**src/rtl/program_loader.sv**
```systemverilog
// program_loader: streams a program over a valid/ready byte port into CPU ROM.
// Byte k is written to ROM address k with its own edit/unit/code/send cycle.
// The FSM keeps unit/code stable for a full cycle before and after each send
// pulse, and it keeps edit high for the whole load.
module program_loader #(
  parameter int ROM_DEPTH = 256,
  parameter int SEND_W    = 1
) (
  input  logic       clk_i,
  input  logic       rst_i,
  input  logic       start_i,
  input  logic [8:0] prog_len_i,
  input  logic       abort_i,
  input  logic [7:0] in_data_i,
  input  logic       in_valid_i,
  output logic       in_ready_o,
  output logic       edit_o,
  output logic [7:0] unit_o,
  output logic [7:0] code_o,
  output logic       send_o,
  output logic       busy_o,
  output logic       done_o,
  output logic       err_o
);

  // The strobe counter is at least one bit wide, even when SEND_W == 1.
  localparam int CNT_W = (SEND_W > 1) ? $clog2(SEND_W) : 1;
  localparam logic [CNT_W-1:0] CNT_LAST = CNT_W'(SEND_W - 1);

  typedef enum logic [2:0] {
    S_IDLE   = 3'd0,
    S_ARM    = 3'd1,
    S_WAIT   = 3'd2,
    S_SETUP  = 3'd3,
    S_STROBE = 3'd4,
    S_HOLD   = 3'd5,
    S_CLOSE  = 3'd6
  } state_t;

  state_t           state_q, state_d;
  logic [8:0]       len_q, len_d;
  logic [8:0]       addr_q, addr_d;
  logic [CNT_W-1:0] cnt_q, cnt_d;
  logic             abrt_q, abrt_d;
  logic [7:0]       unit_q, unit_d;
  logic [7:0]       code_q, code_d;
  logic             edit_q, edit_d;
  logic             send_q, send_d;
  logic             in_ready_q, in_ready_d;
  logic             busy_q, busy_d;
  logic             done_q, done_d;
  logic             err_q, err_d;
  logic             len_ok_s;

  // A requested length is legal when it is 1..ROM_DEPTH.
  always_comb begin
    len_ok_s = (prog_len_i != 9'd0) && ({23'd0, prog_len_i} <= 32'(ROM_DEPTH));
  end

  // Next-state logic and datapath updates. An abort in any active state except
  // CLOSE diverts to CLOSE and marks the load as failed.
  always_comb begin
    state_d = state_q;
    len_d   = len_q;
    addr_d  = addr_q;
    cnt_d   = cnt_q;
    abrt_d  = abrt_q;
    unit_d  = unit_q;
    code_d  = code_q;
    done_d  = 1'b0;
    err_d   = 1'b0;
    case (state_q)
      S_IDLE: begin
        if (start_i) begin
          if (len_ok_s) begin
            state_d = S_ARM;
            len_d   = prog_len_i;
            addr_d  = 9'd0;
            abrt_d  = 1'b0;
          end else begin
            err_d = 1'b1;
          end
        end else begin
          state_d = S_IDLE;
        end
      end
      S_ARM: begin
        if (abort_i) begin
          state_d = S_CLOSE;
          abrt_d  = 1'b1;
        end else begin
          state_d = S_WAIT;
        end
      end
      S_WAIT: begin
        if (abort_i) begin
          state_d = S_CLOSE;
          abrt_d  = 1'b1;
        end else if (in_valid_i && in_ready_q) begin
          code_d  = in_data_i;
          unit_d  = addr_q[7:0];
          state_d = S_SETUP;
        end else begin
          state_d = S_WAIT;
        end
      end
      S_SETUP: begin
        if (abort_i) begin
          state_d = S_CLOSE;
          abrt_d  = 1'b1;
        end else begin
          cnt_d   = {CNT_W{1'b0}};
          state_d = S_STROBE;
        end
      end
      S_STROBE: begin
        if (abort_i) begin
          state_d = S_CLOSE;
          abrt_d  = 1'b1;
        end else if (cnt_q == CNT_LAST) begin
          state_d = S_HOLD;
        end else begin
          cnt_d = cnt_q + {{(CNT_W-1){1'b0}}, 1'b1};
        end
      end
      S_HOLD: begin
        if (abort_i) begin
          state_d = S_CLOSE;
          abrt_d  = 1'b1;
        end else if (addr_q == (len_q - 9'd1)) begin
          state_d = S_CLOSE;
        end else begin
          addr_d  = addr_q + 9'd1;
          state_d = S_WAIT;
        end
      end
      S_CLOSE: begin
        state_d = S_IDLE;
        done_d  = ~abrt_q;
        err_d   = abrt_q;
      end
      default: begin
        state_d = S_IDLE;
      end
    endcase
  end

  // Outputs follow the state being entered, so every output is a flop.
  always_comb begin
    edit_d     = (state_d == S_ARM) || (state_d == S_WAIT) || (state_d == S_SETUP) ||
                 (state_d == S_STROBE) || (state_d == S_HOLD);
    send_d     = (state_d == S_STROBE);
    in_ready_d = (state_d == S_WAIT);
    busy_d     = (state_d != S_IDLE);
  end

  // State, datapath and output registers. Reset drops edit/send immediately.
  always_ff @(posedge clk_i) begin
    if (rst_i) begin
      state_q    <= S_IDLE;
      len_q      <= 9'd0;
      addr_q     <= 9'd0;
      cnt_q      <= {CNT_W{1'b0}};
      abrt_q     <= 1'b0;
      unit_q     <= 8'd0;
      code_q     <= 8'd0;
      edit_q     <= 1'b0;
      send_q     <= 1'b0;
      in_ready_q <= 1'b0;
      busy_q     <= 1'b0;
      done_q     <= 1'b0;
      err_q      <= 1'b0;
    end else begin
      state_q    <= state_d;
      len_q      <= len_d;
      addr_q     <= addr_d;
      cnt_q      <= cnt_d;
      abrt_q     <= abrt_d;
      unit_q     <= unit_d;
      code_q     <= code_d;
      edit_q     <= edit_d;
      send_q     <= send_d;
      in_ready_q <= in_ready_d;
      busy_q     <= busy_d;
      done_q     <= done_d;
      err_q      <= err_d;
    end
  end

  assign in_ready_o = in_ready_q;
  assign edit_o     = edit_q;
  assign unit_o     = unit_q;
  assign code_o     = code_q;
  assign send_o     = send_q;
  assign busy_o     = busy_q;
  assign done_o     = done_q;
  assign err_o      = err_q;

endmodule

```
**config.mk**
```make
export PLATFORM = sky130hd
export DESIGN_NAME = program_loader
export DESIGN_NICKNAME = d
export VERILOG_FILES = /design/src/rtl/program_loader.sv
export SDC_FILE = /design/constraint.sdc
export NUM_CORES = 1
export LEC_CHECK = 0
export BUFFER_PORTS_ARGS = -buffer_cell sky130_fd_sc_hd__buf_2
export CORE_UTILIZATION = 55
export CTS_CLUSTER_SIZE = 16
export DETAILED_ROUTE_END_ITERATION = 10
export PLACE_DENSITY = 0.8
export SLEW_MARGIN = 20
export SYNTH_ARGS = -nofsm -noshare
export SYNTH_HDL_FRONTEND = slang
export SYNTH_SLANG_ARGS = --single-unit
export TNS_END_PERCENT = 20
```
**constraint.sdc**
```tcl
create_clock -name clk_i -period 5.7 [get_ports clk_i]
set_input_delay 1.14 -clock clk_i [delete_from_list [all_inputs] [get_ports clk_i]]
set_output_delay 1.14 -clock clk_i [all_outputs]
set_load 0.01 [all_outputs]
```
==> run_results.csv, run 1 <==
group,metric,value,unit
final_layout,fillers,339,
floorplanning,die-area,0.00410,sq mm
grt,grt_first_pass_wirelength,7710,microns
critical_path,timing.critical_path.slowest_cell_delay,0.61,ns
yosys,synthTopCellsByArea,"dfxtp_1 42%, nand2_1 6.7%, mux2i_1 6.6%, a21oi_1 5.7%, nor2_1 4.4%",
critical_path,path_buf_inv,1,
route,drc,0,
power_and_ir_drop,ir_drop,273,uV
critical_path,reg2reg_from,"state_q[2]$_SDFF_PP0_",
final_layout,fin_area,0.00244,sq mm
grt,track_usage,24.1,%
timing,final-hold-violation-count,0,
power_and_ir_drop,leakagePower,1.03,nW
critical_path,path_cells,"buf_2 -> or4_1 -> or3_1 -> nand3_1 -> o21ai_0 -> o21a_4 -> and3_1 -> nor4_1",
hold_path,worstHoldPathCells,2,
route,drtAntennaViolNets,0,
final_layout,syn_to_final_growth,15.1,%
floorplanning,initial_core_util,57.4,%
critical_path,endpoint_kind,"flop",
clock_tree,cts_made_buffers,5,
critical_path,ff2ff_path_depth,7,
clock_tree,clock-sinks,44,
hold_path,hold_start,"unit_o[2]$_SDFFE_PP0P_",
floorplanning,core_area,0.00369,sq mm
timing,skew,0.00662,ns
critical_path,worst-r2r-setup-slack,2.77,ns
critical_path,path_depth,8,
yosys,synth_area_leader_cell,"dfxtp_1",
flow_run,cap_violations,0,
clock_tree,cts-root-buf,"clkbuf_8",
clock_tree,cts_tree,"done",
power_and_ir_drop,p_total,0.000684,W
critical_path,worstPathRequired,5.91,ns
placement,dp_cells,331,
floorplanning,die_h,64.0,microns
clock_tree,post-cts-setup-buffers,0,
status,outcome,"complete, no violations",
critical_path,slowest_stage,"nand3_1",
timing,worstMarginPinSlew,0.774,ns
critical_path,r2r_end,"addr_q[4]$_SDFFE_PP0P_",
yosys,async_flop_share,0,%
yosys,synth_top_area_share,41.6,%
timing,rsz0062_at_grt,"false",
route,drt_pass1_iterations,4,
clock_tree,cts_hold_buf,0,
final_layout,final_core_utilization,66.0,%
yosys,seq_area_frac_synth,41.6,%
grt,grt_max_degree,38,
yosys,synth_edf_count,0,
route,via_count,1904,
final_layout,multi_input_area,0.00114,sq mm
grt,grt_pass1_vias,1761,
clock_tree,path_clk_slew,0.09,ns
placement,dp_hpwl,3180,microns
final_layout,antenna_cells,0,
route,first_iter_violations,108,
final_layout,drive_gt1_share,19.2,%
floorplanning,io_pins,44,
clock_tree,cts_max_level,2,
yosys,netlist_instances,258,
power_and_ir_drop,power_density,281,mW/mm^2
timing,slew_headroom,48.3,%
yosys,yosys_register_bits,44,
floorplanning,die_w,64.0,microns
placement,place_congestion,0.892,
yosys,synth_common_cells,"44 x dfxtp_1, 38 x nand2_1, 25 x nor2_1",
clock_tree,cts_resized,0,
clock_tree,clockBufferDepth,2,
yosys,syn-mean-instance-area,8.21,sq um
yosys,yosysMostFrequentCell,"dfxtp_1",
yosys,yosysWarningCount,0,
timing,finalCritPeriodShare,64.0,%
hold_path,hold_class,"flop to flop",
route,wl,4460,microns
critical_path,worst-setup-path-type,"input port to flop",
yosys,synth-main-ff-cell,"dfxtp_1",
timing,max_freq,274,MHz
final_layout,final_cells,339,
grt,grt_overflow,0,
hold_path,holdPathEnd,"unit_o[2]$_SDFFE_PP0P_",
critical_path,critPathArrivalTime,3.85,ns
timing,min_period,3.65,ns
final_layout,nNetsFinal,314,
critical_path,cp_top_family,"simple AND/OR/NAND/NOR gates",
critical_path,worstPathMaxFanout,15,
route,via_per_inst,5.62,
timing,setup_violations,0,
critical_path,worst_setup_path_start_kind,"input port",
grt,antenna_found_initial,0,
final_layout,layout.area.seq,881,sq um
yosys,syn_area,0.00212,sq mm
clock_tree,insertion_delay,0.30,ns
floorplanning,rows,22,
yosys,synth_cell_types,45,
placement,place_area,0.00231,sq mm
timing,maxSlewViolCount,0,
placement,port-buffer-count,43,
yosys,synthesis.nets,282,
timing,final.setup.tns,0,ns
route,drt-wirelength-per-cell,13.1,microns
==> layout by cell type (no fill, tap or decap), drive strengths merged, types with 2 or more instances in the layout <==
cell / synthesis / layout
nand3b: 2 / 2
nor4: 2 / 2
xnor2: 6 / 6
and4: 2 / 2
o211ai: 3 / 3
a21oi: 24 / 24
nor2: 25 / 25
xor2: 6 / 6
ha: 2 / 2
o311ai: 2 / 2
nand4: 3 / 3
inv: 5 / 5
mux2i: 14 / 14
nor3: 8 / 8
nand2b: 6 / 6
nand2: 38 / 38
or3: 7 / 7
buf: 4 / 43
a31oi: 2 / 2
o21a: 2 / 2
a32oi: 2 / 2
dfxtp: 44 / 44
clkbuf: 14 / 6
and3: 6 / 6
or4: 4 / 4
o21ai: 8 / 8
nand3: 5 / 5
==> sequential cells by signal, indices dropped and copies added, names as in the netlist, 3 cells and up <==
| name | cells |
|---|---|
| unit_o | 8 |
| len_q | 9 |
| addr_q | 9 |
| state_q | 3 |
| code_o | 8 |
==> where the power goes <==
| group | internal [W] | switching, W |
|---|---|---|
| clock | 0.000143 | 0.000107 |
| combinational | 0.0000442 | 0.0000548 |
| sequential | 0.000319 | 0.0000153 |
| total | 0.000507 | 0.000177 |
==> cells by family after synthesis <==
logic type	after synthesis	share of synthesized area, %
adder cells (fa/ha/maj)	2	1.18
buffers and inverters	23	4.55
multiplexers	14	6.62
AND/OR/NAND/NOR	114	26.4
AO/OA/AOI/OAI	49	14.7
XOR/XNOR	12	4.96
flip-flops	44	41.6
==> area by class of cell <==
class	instances	share of cell area [%]
clock buffer	6	3.39
timing repair buffer	43	8.83
tap	48	2.47
inverter	5	0.770
sequential	44	36.2
clock inverter	2	1.59
multi-input combinational	191	46.8
==> worst max-delay path by stage <==
stage	start	to	slack, ns
5_1_grt	prog_len_i[2]	addr_q[3]$_SDFFE_PP0P_	1.90
2_1_floorplan	prog_len_i[2]	addr_q[8]$_SDFFE_PP0P_	2.61
6_report	prog_len_i[2]	addr_q[8]$_SDFFE_PP0P_	2.05
3_3_place_gp	prog_len_i[2]	addr_q[8]$_SDFFE_PP0P_	1.87
4_1_cts	prog_len_i[2]	addr_q[8]$_SDFFE_PP0P_	2.08
3_5_place_dp	prog_len_i[2]	addr_q[8]$_SDFFE_PP0P_	1.80
==> worst min-delay path, cell delays in order (launching register included) <==
cell and delay (ns):
dfxtp_1 0.31, nand2_1 0.05, a21oi_1 0.05
==> per-stage QoR <==
step	hold slack (ns)	worst slack [ns]
floorplan	0.414	2.61
global placement	0.439	1.87
detailed placement	0.436	1.80
CTS	0.458	2.08
global route	0.480	1.90
finish	0.454	2.05
==> layer usage <==
layer	global-route usage (%)	vias to the layer above	wire, microns
met5	0	-	0
met4	9.38	0	78
li1	-	971	-
met1	29.8	885	2030
met3	5.54	7	176
met2	40.2	41	2170
No activity file was read; power rests on OpenSTA's default activity.
==> inputs of run 2 (changes only) <==
Settings changed: CORE_UTILIZATION 55 to 49, PLACE_DENSITY 0.8 to 0.76.
Clock period 5.7 ns to 3.15 ns, I/O delays scaled along.
==> run 2 against run 1 <==
Against the previous run: count of clock-buffer cells in the layout unchanged; wire length down 1.1%; clock power is 82% higher; first-iteration DRC count is 16% lower; flip-flop and latch count is the same; design area is 0.41% higher; register-to-register slack worse by 2.2 ns; critical path depth down 1; setup slack worse by 1.5 ns; critical path type is now flop to flop; critical endpoint unchanged.
==> run_results.csv, run 2 (synthesis results as in run 1) <==
group,metric,value,unit
clock_tree,cts_max_level,2,
clock_tree,clockBufferDepth,2,
critical_path,worst-setup-path-type,"flop to flop",
grt,grt_max_degree,38,
critical_path,path_buf_inv,0,
timing,setup_violations,0,
hold_path,hold_class,"flop to flop",
final_layout,reg_top3,"addr_q: 9 flops, len_q: 9 flops",
grt,grt_first_pass_wirelength,7060,microns
clock_tree,post-cts-setup-buffers,0,
clock_tree,cts_made_buffers,5,
critical_path,cpMostUsedCell,"or4_1",
timing,max_freq,382,MHz
final_layout,final_core_utilization,59.9,%
floorplanning,core_area,0.00409,sq mm
route,first_iter_violations,91,
critical_path,worstPathRequired,3.36,ns
critical_path,worst_setup_path_start_kind,"flop",
clock_tree,cts_hold_buf,0,
power_and_ir_drop,leakagePower,1.03,nW
status,outcome,"complete, no violations",
floorplanning,die_h,67.7,microns
grt,grt_pass1_vias,1634,
clock_tree,cts-root-buf,"clkbuf_8",
final_layout,nNetsFinal,315,
route,via_count,1897,
floorplanning,io_pins,44,
floorplanning,die-area,0.00459,sq mm
timing,finalCritPeriodShare,83.1,%
timing,skew,0.00554,ns
timing,maxSlewViolCount,0,
critical_path,endpoint_kind,"flop",
placement,place_congestion,0.810,
route,drtAntennaViolNets,0,
placement,dp_hpwl,3150,microns
power_and_ir_drop,power_density,507,mW/mm^2
route,drt_pass1_iterations,4,
timing,slew_headroom,54.9,%
critical_path,critPathArrivalTime,2.83,ns
timing,rsz0062_at_grt,"false",
flow_run,cap_violations,0,
timing,worstMarginPinSlew,0.677,ns
route,drc,0,
timing,final-hold-violation-count,0,
critical_path,cp_top_family,"simple AND/OR/NAND/NOR gates",
floorplanning,rows,23,
critical_path,timing.critical_path.slowest_cell_delay,0.66,ns
floorplanning,initial_core_util,51.8,%
critical_path,path_cells,"or4_1 -> or4_1 -> o311ai_1 -> a32oi_2 -> o21a_4 -> and3_1 -> nor4_1",
timing,min_period,2.62,ns
clock_tree,clock-sinks,44,
grt,antenna_found_initial,0,
critical_path,worstPathMaxFanout,6,
placement,port-buffer-count,43,
critical_path,ff2ff_path_depth,7,
critical_path,slowest_stage,"or4_1",
clock_tree,cts_tree,"done",
route,via_per_inst,5.55,
route,wl,4410,microns
clock_tree,cts_resized,0,
clock_tree,path_clk_slew,0.08,ns
final_layout,layout_common_cells,"44 x dfxtp_1, 43 x buf_2, 38 x nand2_1",
timing,final.setup.tns,0,ns
floorplanning,die_w,67.7,microns
power_and_ir_drop,p_total,0.00124,W
final_layout,drive_gt1_share,19.5,%
route,drt-wirelength-per-cell,12.9,microns
grt,grt_overflow,0,
final_layout,mostFrequentLayoutCell,"dfxtp_1",
hold_path,worstHoldPathCells,2,
power_and_ir_drop,ir_drop,359,uV
clock_tree,insertion_delay,0.30,ns
final_layout,syn_to_final_growth,15.5,%
final_layout,antenna_cells,0,
grt,track_usage,20.5,%
critical_path,path_depth,7,
-- run 2: cell count changes in the layout (fill, tap and decap cells not counted) --
cell   before  now
buf_4       0    1
-- run 2: worst reg2reg max path: cells and delay by family (launching register included) --
kind | cells | cell delay, ns
AOI/OAI and AO/OA | 3 | 0.53
DFF | 1 | 0.37
and+or+nand+nor | 4 | 1.63
-- run 2: per-stage QoR --
stage          instances  worst slack [ns]  instance area [sq um]  hold slack (ns)
2_1_floorplan        258             0.568                   2120            0.414
3_3_place_gp         334             0.470                   2320            0.438
3_5_place_dp         334             0.417                   2320            0.434
4_1_cts              342             0.541                   2450            0.454
5_1_grt              342             0.327                   2450            0.484
6_report             342             0.533                   2450            0.453
-- run 2: layout make-up --
cell class | instances | area, sq um
fillers | 392 | 1640
multi-input cells | 191 | 1140
flip-flops and latches | 44 | 881
repair buffers | 44 | 223
clock buffers | 6 | 82.6
well taps | 50 | 62.6
clock inverters | 2 | 38.8
inverters | 5 | 18.8
-- run 2: layer usage --
layer | share of wire [%] | routed length [microns] | track usage (%)
met4 | 1.8 | 81 | 8.78
met5 | 0 | 0 | 0
met1 | 45 | 1990 | 25.2
met2 | 47 | 2090 | 32.9
met3 | 5.6 | 247 | 6.25
-- run 2: power by group --
| group | leakage [nW] | total, W | switching, W | internal, W |
|---|---|---|---|---|
| Clock | 0.0614 | 0.000457 | 0.000197 | 0.000259 |
| Combinational | 0.617 | 0.000178 | 0.0000966 | 0.0000810 |
| Sequential | 0.356 | 0.000605 | 0.0000270 | 0.000578 |
-- run 2: worst paths after layout --
kind                       endpoint  slack [ns]              startpoint
max          addr_q[8]$_SDFFE_PP0P_        0.53   len_q[0]$_SDFFE_PP0P_
min reg2reg  unit_o[7]$_SDFFE_PP0P_        0.45  unit_o[7]$_SDFFE_PP0P_
min          unit_o[7]$_SDFFE_PP0P_        0.45  unit_o[7]$_SDFFE_PP0P_
max reg2reg  addr_q[8]$_SDFFE_PP0P_        0.53   len_q[0]$_SDFFE_PP0P_
